==> config.mk <==
export PLATFORM = sky130hd
export DESIGN_NAME = sram_access_arbiter_flat
export DESIGN_NICKNAME = d
export VERILOG_FILES = /design/src/rtl/sram_access_arbiter_if.sv /design/src/rtl/sram_access_arbiter.sv /design/src/flat_wrapper.sv
export SDC_FILE = /design/constraint.sdc
export NUM_CORES = 1
export LEC_CHECK = 0
export ABC_AREA = 1
export CORE_MARGIN = 3
export CORE_UTILIZATION = 34
export DETAILED_ROUTE_END_ITERATION = 6
export PLACE_DENSITY = 0.77
export SLEW_MARGIN = 25
export SYNTH_ARGS = -nofsm -noshare
export SYNTH_HDL_FRONTEND = slang
export SYNTH_SLANG_ARGS = --single-unit
==> constraint.sdc <==
create_clock -name Clock -period 3.24 [get_ports Clock]
set_clock_uncertainty 0.1 [all_clocks]
set_input_delay 0.648 -clock Clock [delete_from_list [all_inputs] [get_ports Clock]]
set_output_delay 0.648 -clock Clock [all_outputs]
set_load 0.02 [all_outputs]
==> src/rtl/sram_access_arbiter_if.sv <==
// sram_access_arbiter_if
// Bundles everything between the arbiter, its three requesters (VGA reader,
// decompressor, UART writer) and the SRAM controller.
//   slave  modport : the arbiter's view (requests in, grants/SRAM port out)
//   master modport : the requesters' and SRAM controller's view
// Clock and Reset are not part of the bundle; they stay plain ports.
interface sram_access_arbiter_if;
    // VGA requester (read only)
    logic        Req_vga;
    logic [17:0] Addr_vga;
    // Decompressor requester (read or write, optional burst lock)
    logic        Req_dec;
    logic        We_n_dec;
    logic [17:0] Addr_dec;
    logic [15:0] Wdata_dec;
    logic        Lock_dec;
    // UART requester (write only)
    logic        Req_uart;
    logic [17:0] Addr_uart;
    logic [15:0] Wdata_uart;
    // Same-cycle grants
    logic        Gnt_vga;
    logic        Gnt_dec;
    logic        Gnt_uart;
    // SRAM controller side
    logic [17:0] SRAM_address;
    logic [15:0] SRAM_write_data;
    logic        SRAM_we_n;
    logic [15:0] SRAM_read_data;
    // Read return
    logic [15:0] Rdata;
    logic        Rvalid_vga;
    logic        Rvalid_dec;

    modport slave (
        input  Req_vga, Addr_vga,
        input  Req_dec, We_n_dec, Addr_dec, Wdata_dec, Lock_dec,
        input  Req_uart, Addr_uart, Wdata_uart,
        input  SRAM_read_data,
        output Gnt_vga, Gnt_dec, Gnt_uart,
        output SRAM_address, SRAM_write_data, SRAM_we_n,
        output Rdata, Rvalid_vga, Rvalid_dec
    );

    modport master (
        output Req_vga, Addr_vga,
        output Req_dec, We_n_dec, Addr_dec, Wdata_dec, Lock_dec,
        output Req_uart, Addr_uart, Wdata_uart,
        output SRAM_read_data,
        input  Gnt_vga, Gnt_dec, Gnt_uart,
        input  SRAM_address, SRAM_write_data, SRAM_we_n,
        input  Rdata, Rvalid_vga, Rvalid_dec
    );
endinterface

==> src/rtl/sram_access_arbiter.sv <==
// sram_access_arbiter
// Shares one SRAM port between a VGA reader, a decompressor and a UART writer.
// VGA has priority; a saturating starvation counter forces one non-VGA slot
// after STARVE_LIMIT consecutive VGA wins while others wait. Decompressor and
// UART alternate round-robin, except that a locked decompressor burst keeps
// the non-VGA slot. Grants are combinational; the winner's address/data/we_n
// are registered onto the SRAM port at the next edge. Each read is tracked
// through a tagged shift register so Rvalid_x lines up with SRAM_read_data.
// Ports:
//   Clock  : single rising-edge clock
//   Reset  : asynchronous active-high reset
//   bus    : sram_access_arbiter_if.slave (requests, grants, SRAM port, Rdata)
module sram_access_arbiter #(
    parameter int READ_LATENCY = 2,
    parameter int STARVE_LIMIT = 8
) (
    input  logic                   Clock,
    input  logic                   Reset,
    sram_access_arbiter_if.slave   bus
);
    localparam int CW    = $clog2(STARVE_LIMIT + 1);
    localparam int DEPTH = READ_LATENCY + 1;

    localparam logic [0:0] PTR_DEC  = 1'b0;
    localparam logic [0:0] PTR_UART = 1'b1;
    localparam logic [0:0] TAG_VGA  = 1'b0;
    localparam logic [0:0] TAG_DEC  = 1'b1;

    logic [CW-1:0]    starve_q, starve_d;
    logic [0:0]       ptr_q, ptr_d;
    logic             last_dec_q, last_dec_d;
    logic [17:0]      addr_q, addr_d;
    logic [15:0]      wdata_q, wdata_d;
    logic             we_n_q, we_n_d;
    logic [DEPTH-1:0] pv_q, pv_d;
    logic [DEPTH-1:0] ptag_q, ptag_d;

    logic             nv_req;
    logic             starve_hit;
    logic             pick_dec;
    logic             gnt_vga, gnt_dec, gnt_uart;
    logic             push_v;
    logic [0:0]       push_tag;

    // Arbitration
    always_comb begin
        nv_req     = bus.Req_dec | bus.Req_uart;
        starve_hit = (starve_q == CW'(STARVE_LIMIT));

        // Choice among the non-VGA requesters. A lock only matters when both
        // are contending and the decompressor held the previous non-VGA slot.
        pick_dec = bus.Req_dec;
        if (bus.Req_dec && bus.Req_uart) begin
            if (bus.Lock_dec && last_dec_q)
                pick_dec = 1'b1;
            else
                pick_dec = (ptr_q == PTR_DEC);
        end

        // Grants are masked while Reset is high because they are combinational.
        gnt_vga  = ~Reset & bus.Req_vga & ~(starve_hit & nv_req);
        gnt_dec  = ~Reset & ~gnt_vga & bus.Req_dec & pick_dec;
        gnt_uart = ~Reset & ~gnt_vga & bus.Req_uart & ~pick_dec;
    end

    // Next-state logic
    always_comb begin
        starve_d   = starve_q;
        ptr_d      = ptr_q;
        last_dec_d = last_dec_q;
        addr_d     = addr_q;
        wdata_d    = wdata_q;
        we_n_d     = 1'b1;
        push_v     = 1'b0;
        push_tag   = TAG_VGA;

        if (gnt_dec || gnt_uart || !nv_req)
            starve_d = '0;
        else if (gnt_vga && !starve_hit)
            starve_d = starve_q + CW'(1);

        if (gnt_vga) begin
            addr_d   = bus.Addr_vga;
            push_v   = 1'b1;
            push_tag = TAG_VGA;
        end
        if (gnt_dec) begin
            addr_d     = bus.Addr_dec;
            wdata_d    = bus.Wdata_dec;
            we_n_d     = bus.We_n_dec;
            ptr_d      = PTR_UART;
            last_dec_d = 1'b1;
            push_v     = bus.We_n_dec;
            push_tag   = TAG_DEC;
        end
        if (gnt_uart) begin
            addr_d     = bus.Addr_uart;
            wdata_d    = bus.Wdata_uart;
            we_n_d     = 1'b0;
            ptr_d      = PTR_DEC;
            last_dec_d = 1'b0;
        end
    end

    // Read-tracking shift register: stage 0 loads the new read, each later
    // stage takes its predecessor, the last stage drives Rvalid.
    generate
        for (genvar gi = 0; gi < DEPTH; gi++) begin : g_rd_pipe
            if (gi == 0) begin : g_head
                assign pv_d[gi]   = push_v;
                assign ptag_d[gi] = push_tag[0];
            end else begin : g_body
                assign pv_d[gi]   = pv_q[gi-1];
                assign ptag_d[gi] = ptag_q[gi-1];
            end
        end
    endgenerate

    always_ff @(posedge Clock or posedge Reset) begin
        if (Reset) begin
            starve_q   <= '0;
            ptr_q      <= PTR_DEC;
            last_dec_q <= 1'b0;
            addr_q     <= '0;
            wdata_q    <= '0;
            we_n_q     <= 1'b1;
            pv_q       <= '0;
            ptag_q     <= '0;
        end else begin
            starve_q   <= starve_d;
            ptr_q      <= ptr_d;
            last_dec_q <= last_dec_d;
            addr_q     <= addr_d;
            wdata_q    <= wdata_d;
            we_n_q     <= we_n_d;
            pv_q       <= pv_d;
            ptag_q     <= ptag_d;
        end
    end

    assign bus.Gnt_vga         = gnt_vga;
    assign bus.Gnt_dec         = gnt_dec;
    assign bus.Gnt_uart        = gnt_uart;
    assign bus.SRAM_address    = addr_q;
    assign bus.SRAM_write_data = wdata_q;
    assign bus.SRAM_we_n       = we_n_q;
    assign bus.Rdata           = bus.SRAM_read_data;
    assign bus.Rvalid_vga      = pv_q[DEPTH-1] & (ptag_q[DEPTH-1] == TAG_VGA);
    assign bus.Rvalid_dec      = pv_q[DEPTH-1] & (ptag_q[DEPTH-1] == TAG_DEC);
endmodule

==> src/flat_wrapper.sv <==
// flat-port wrapper written by rule: the top's interface ports become plain ports
module sram_access_arbiter_flat 
#(
    parameter int READ_LATENCY = 2,
    parameter int STARVE_LIMIT = 8
)
  (Clock, Reset, bus_Req_vga, bus_Addr_vga, bus_Req_dec, bus_We_n_dec, bus_Addr_dec, bus_Wdata_dec, bus_Lock_dec, bus_Req_uart, bus_Addr_uart, bus_Wdata_uart, bus_SRAM_read_data, bus_Gnt_vga, bus_Gnt_dec, bus_Gnt_uart, bus_SRAM_address, bus_SRAM_write_data, bus_SRAM_we_n, bus_Rdata, bus_Rvalid_vga, bus_Rvalid_dec);
  sram_access_arbiter_if bus_i ();
  input  logic Clock;
  input  logic Reset;
  input wire logic [$bits(bus_i.Req_vga)-1:0] bus_Req_vga;
  input wire logic [$bits(bus_i.Addr_vga)-1:0] bus_Addr_vga;
  input wire logic [$bits(bus_i.Req_dec)-1:0] bus_Req_dec;
  input wire logic [$bits(bus_i.We_n_dec)-1:0] bus_We_n_dec;
  input wire logic [$bits(bus_i.Addr_dec)-1:0] bus_Addr_dec;
  input wire logic [$bits(bus_i.Wdata_dec)-1:0] bus_Wdata_dec;
  input wire logic [$bits(bus_i.Lock_dec)-1:0] bus_Lock_dec;
  input wire logic [$bits(bus_i.Req_uart)-1:0] bus_Req_uart;
  input wire logic [$bits(bus_i.Addr_uart)-1:0] bus_Addr_uart;
  input wire logic [$bits(bus_i.Wdata_uart)-1:0] bus_Wdata_uart;
  input wire logic [$bits(bus_i.SRAM_read_data)-1:0] bus_SRAM_read_data;
  output wire logic [$bits(bus_i.Gnt_vga)-1:0] bus_Gnt_vga;
  output wire logic [$bits(bus_i.Gnt_dec)-1:0] bus_Gnt_dec;
  output wire logic [$bits(bus_i.Gnt_uart)-1:0] bus_Gnt_uart;
  output wire logic [$bits(bus_i.SRAM_address)-1:0] bus_SRAM_address;
  output wire logic [$bits(bus_i.SRAM_write_data)-1:0] bus_SRAM_write_data;
  output wire logic [$bits(bus_i.SRAM_we_n)-1:0] bus_SRAM_we_n;
  output wire logic [$bits(bus_i.Rdata)-1:0] bus_Rdata;
  output wire logic [$bits(bus_i.Rvalid_vga)-1:0] bus_Rvalid_vga;
  output wire logic [$bits(bus_i.Rvalid_dec)-1:0] bus_Rvalid_dec;
  assign bus_i.Req_vga = bus_Req_vga;
  assign bus_i.Addr_vga = bus_Addr_vga;
  assign bus_i.Req_dec = bus_Req_dec;
  assign bus_i.We_n_dec = bus_We_n_dec;
  assign bus_i.Addr_dec = bus_Addr_dec;
  assign bus_i.Wdata_dec = bus_Wdata_dec;
  assign bus_i.Lock_dec = bus_Lock_dec;
  assign bus_i.Req_uart = bus_Req_uart;
  assign bus_i.Addr_uart = bus_Addr_uart;
  assign bus_i.Wdata_uart = bus_Wdata_uart;
  assign bus_i.SRAM_read_data = bus_SRAM_read_data;
  assign bus_Gnt_vga = bus_i.Gnt_vga;
  assign bus_Gnt_dec = bus_i.Gnt_dec;
  assign bus_Gnt_uart = bus_i.Gnt_uart;
  assign bus_SRAM_address = bus_i.SRAM_address;
  assign bus_SRAM_write_data = bus_i.SRAM_write_data;
  assign bus_SRAM_we_n = bus_i.SRAM_we_n;
  assign bus_Rdata = bus_i.Rdata;
  assign bus_Rvalid_vga = bus_i.Rvalid_vga;
  assign bus_Rvalid_dec = bus_i.Rvalid_dec;
  sram_access_arbiter #(.READ_LATENCY(READ_LATENCY), .STARVE_LIMIT(STARVE_LIMIT)) u_core (.Clock(Clock), .Reset(Reset), .bus(bus_i));
endmodule
==> results.toml <==
[critical_path]
cp.required_ns = 2.49
worst_path_dominant_cell_family = "buffers and inverters"
worstPathBufferInverterCount = 4
path_class = "input pin to primary output"
crit_end = "bus_Gnt_dec"
r2r-end = "u_core.starve_q[1]"
worstSetupEndpointType = "primary output"
path_depth = 8
cp_data_arrival_time_ns = 2.32
path_cells = "clkdlybuf4s50_1 > nand2_1 > clkinv_1 > nand2_1 > nand2_2 > inv_2 > nor2_8 > clkdlybuf4s50_1"
regToRegStartpoint = "u_core.starve_q[0]"
cp_max_fo = 5
cpMaxStageDelayCell = "clkdlybuf4s50_1"
cpPeakStageDelay_ns = 0.61
cp-startpoint = "bus_Req_uart"
r2r_slack_ns = 0.77
critPathLaunchType = "input pin"
rr_worst_depth = 10

[layout]
drive_gt1_share_pct = 6.88
postLayoutCoreUtil_pct = 53.5
antenna_cells = 0
area_growth_pct = 52.0
fin_cells = 596
layout.nets = 604

[cts]
ctsResizeCount = 0
holdBufCountCts = 0
clk_latency_ns = 0.29
h-tree-depth = 2
cts_num_sinks = 46
cts_setup_buffers = 0
cts_buffers = 5
clockRootBuffer = "clkbuf_8"
path_clk_slew_ns = 0.09
cts_tree = "yes"
clock_path_buffers = 2

[power_and_ir_drop]
ir_worst_vdd_v = 0.000168
power_density_nw_per_um2 = 439
p_leak_nw = 2.07

[synth]
ys_warn_count = 0
syn-num-nets = 490
synth_seq_cells = 46
synth_cell_type_count = 24
synthesis.area_um2 = 2730
synth_seq_area_share_pct = 42.2
syn_area_per_cell_um2 = 7.21
syn_inst = 379

[floorplan]
dieWidth_um = 95.7
die_area_um2 = 9150
row_count = 32
core_area_um2 = 7770
dieHeight_um = 95.7
start_util_pct = 35.2
io_pins = 165

[placement]
place_ws_ns = 0.0909
hpwl_mm = 5.96
portBuffers = 132
routabilityCongestion = 0.865
dpl.cell_count = 588

[routing]
first_pass_iters = 4
vias_per_cell = 4.70
via_count = 2799
initialDrtViolationCount = 148
routedWlPerCell_um = 13.4
finalWirelength_mm = 8.00
detail-route-antenna-nets = 0
drc = 0

[global_routing]
grt_pass1_vias = 2789
grt_pass1_wl_mm = 12.9
grt_antenna_before_repair = 0
grt_max_degree = 38
track_usage_pct = 17.7
grt_overflow_total = 0

[sta]
finalSetupViolCount = 0
fmax_mhz = 326
postLayoutSetupSlackWorst_ns = 0.175
post-route-period-util_pct = 94.6
fin_tns_setup_ns = 0
slew_headroom_pct = 68.1
worst_slew_pin_slew_ns = 0.479
final.min_clock_period_ns = 3.07
finalHoldViolCount = 0
maxSlewViolCount = 0
hold_ws_ns = 0.254
rsz0062_at_grt = "no"

[job]
max-cap-violations = 0

[min_path]
min_path_type = "register to register"

[run_status]
status = "finished, final reports clean"
-- area by class of cell --
class | count | area [um2]
Tap cell | 102 | 128
Clock inverter | 3 | 40.0
Sequential cell | 46 | 1150
Timing Repair Buffer | 142 | 1410
Inverter | 50 | 191
Multi-Input combinational cell | 248 | 1160
Clock buffer | 5 | 68.8
Fill cell | 762 | 3610
-- cell families (layout without fill, tap and decap cells) --
kind of cell / Yosys count / count (layout) / synth area share [%]
flops: 46 / 46 / 42.2
xor+xnor: 3 / 3 / 0.961
simple gates: 206 / 206 / 33.8
fa+ha+maj: 2 / 2 / 0.915
compound gates: 37 / 37 / 6.77
buf+inv: 85 / 200 / 15.4
-- state kept, by name, indices dropped and copies added (netlist names) --
| register | flops |
|---|---|
| u_core.bus.SRAM_address | 18 |
| u_core.bus.SRAM_write_data | 16 |
| u_core.starve_q | 4 |
| u_core.ptag_q | 3 |
| u_core.pv_q | 3 |
| u_core.bus.SRAM_we_n | 1 |
| u_core.ptr_q | 1 |
-- cells in the mapped netlist, drive strengths merged --
master  number  share of area, %
nand2      120                17
nand3       57                11
inv         48               6.6
dfrtp       45                41
buf         31               8.0
nor2        26               5.2
o21ai       19               3.5
a21oi       18               3.3
clkbuf       4              0.55
nand4        3              0.69
xor2         3              0.96
clkinv       2              0.27
ha           2              0.92
dfstp        1              0.96
-- placed cells by master, fill, tap and decap left out, drive strengths merged --
cell type,n
clkdlybuf4s50,131
nand2,120
nand3,57
inv,47
dfrtp,45
nor2,26
o21ai,19
a21oi,18
buf,10
clkbuf,5
clkinv,4
nand4,3
xor2,3
ha,2
clkinvlp,1
bufinv,1
dlymetal6s2s,1
dfstp,1
-- power by group --
group / internal (mW) / total [mW] / leakage, nW / switching (mW)
clock network: 0.227 / 0.420 / 0.0579 / 0.193
registers: 0.669 / 0.722 / 0.571 / 0.0533
logic: 0.338 / 0.683 / 1.44 / 0.345
-- how the worst min path moves through the flow --
stage	start	to	slack [ns]	cells after the start
2_1_floorplan	u_core.ptag_q[0]	u_core.ptag_q[1]	0.23	0
6_report	u_core.pv_q[1]	u_core.pv_q[2]	0.25	0
4_1_cts	u_core.pv_q[1]	u_core.pv_q[2]	0.26	0
3_3_place_gp	u_core.pv_q[1]	u_core.pv_q[2]	0.23	0
5_1_grt	u_core.ptag_q[1]	u_core.ptag_q[2]	0.27	0
3_5_place_dp	u_core.pv_q[1]	u_core.pv_q[2]	0.24	0
-- per-stage QoR --
| step | area [um2] | power [mW] |
|---|---|---|
| floorplan | 2740 | 1.09 |
| global placement | 4050 | 1.40 |
| detailed placement | 4050 | 1.42 |
| CTS | 4150 | 1.85 |
| global route | 4160 | 1.94 |
| finish | 4160 | 1.83 |
-- metal layers --
metal | vias up | track usage (%) | wire length (um)
met2 | 90 | 30.3 | 4000
met3 | 14 | 4.74 | 589
met5 | - | 0 | 0
met1 | 1310 | 21.7 | 3280
li1 | 1385 | - | -
met4 | 0 | 5.21 | 129
Note: power is estimated with default switching activity, not from simulation.
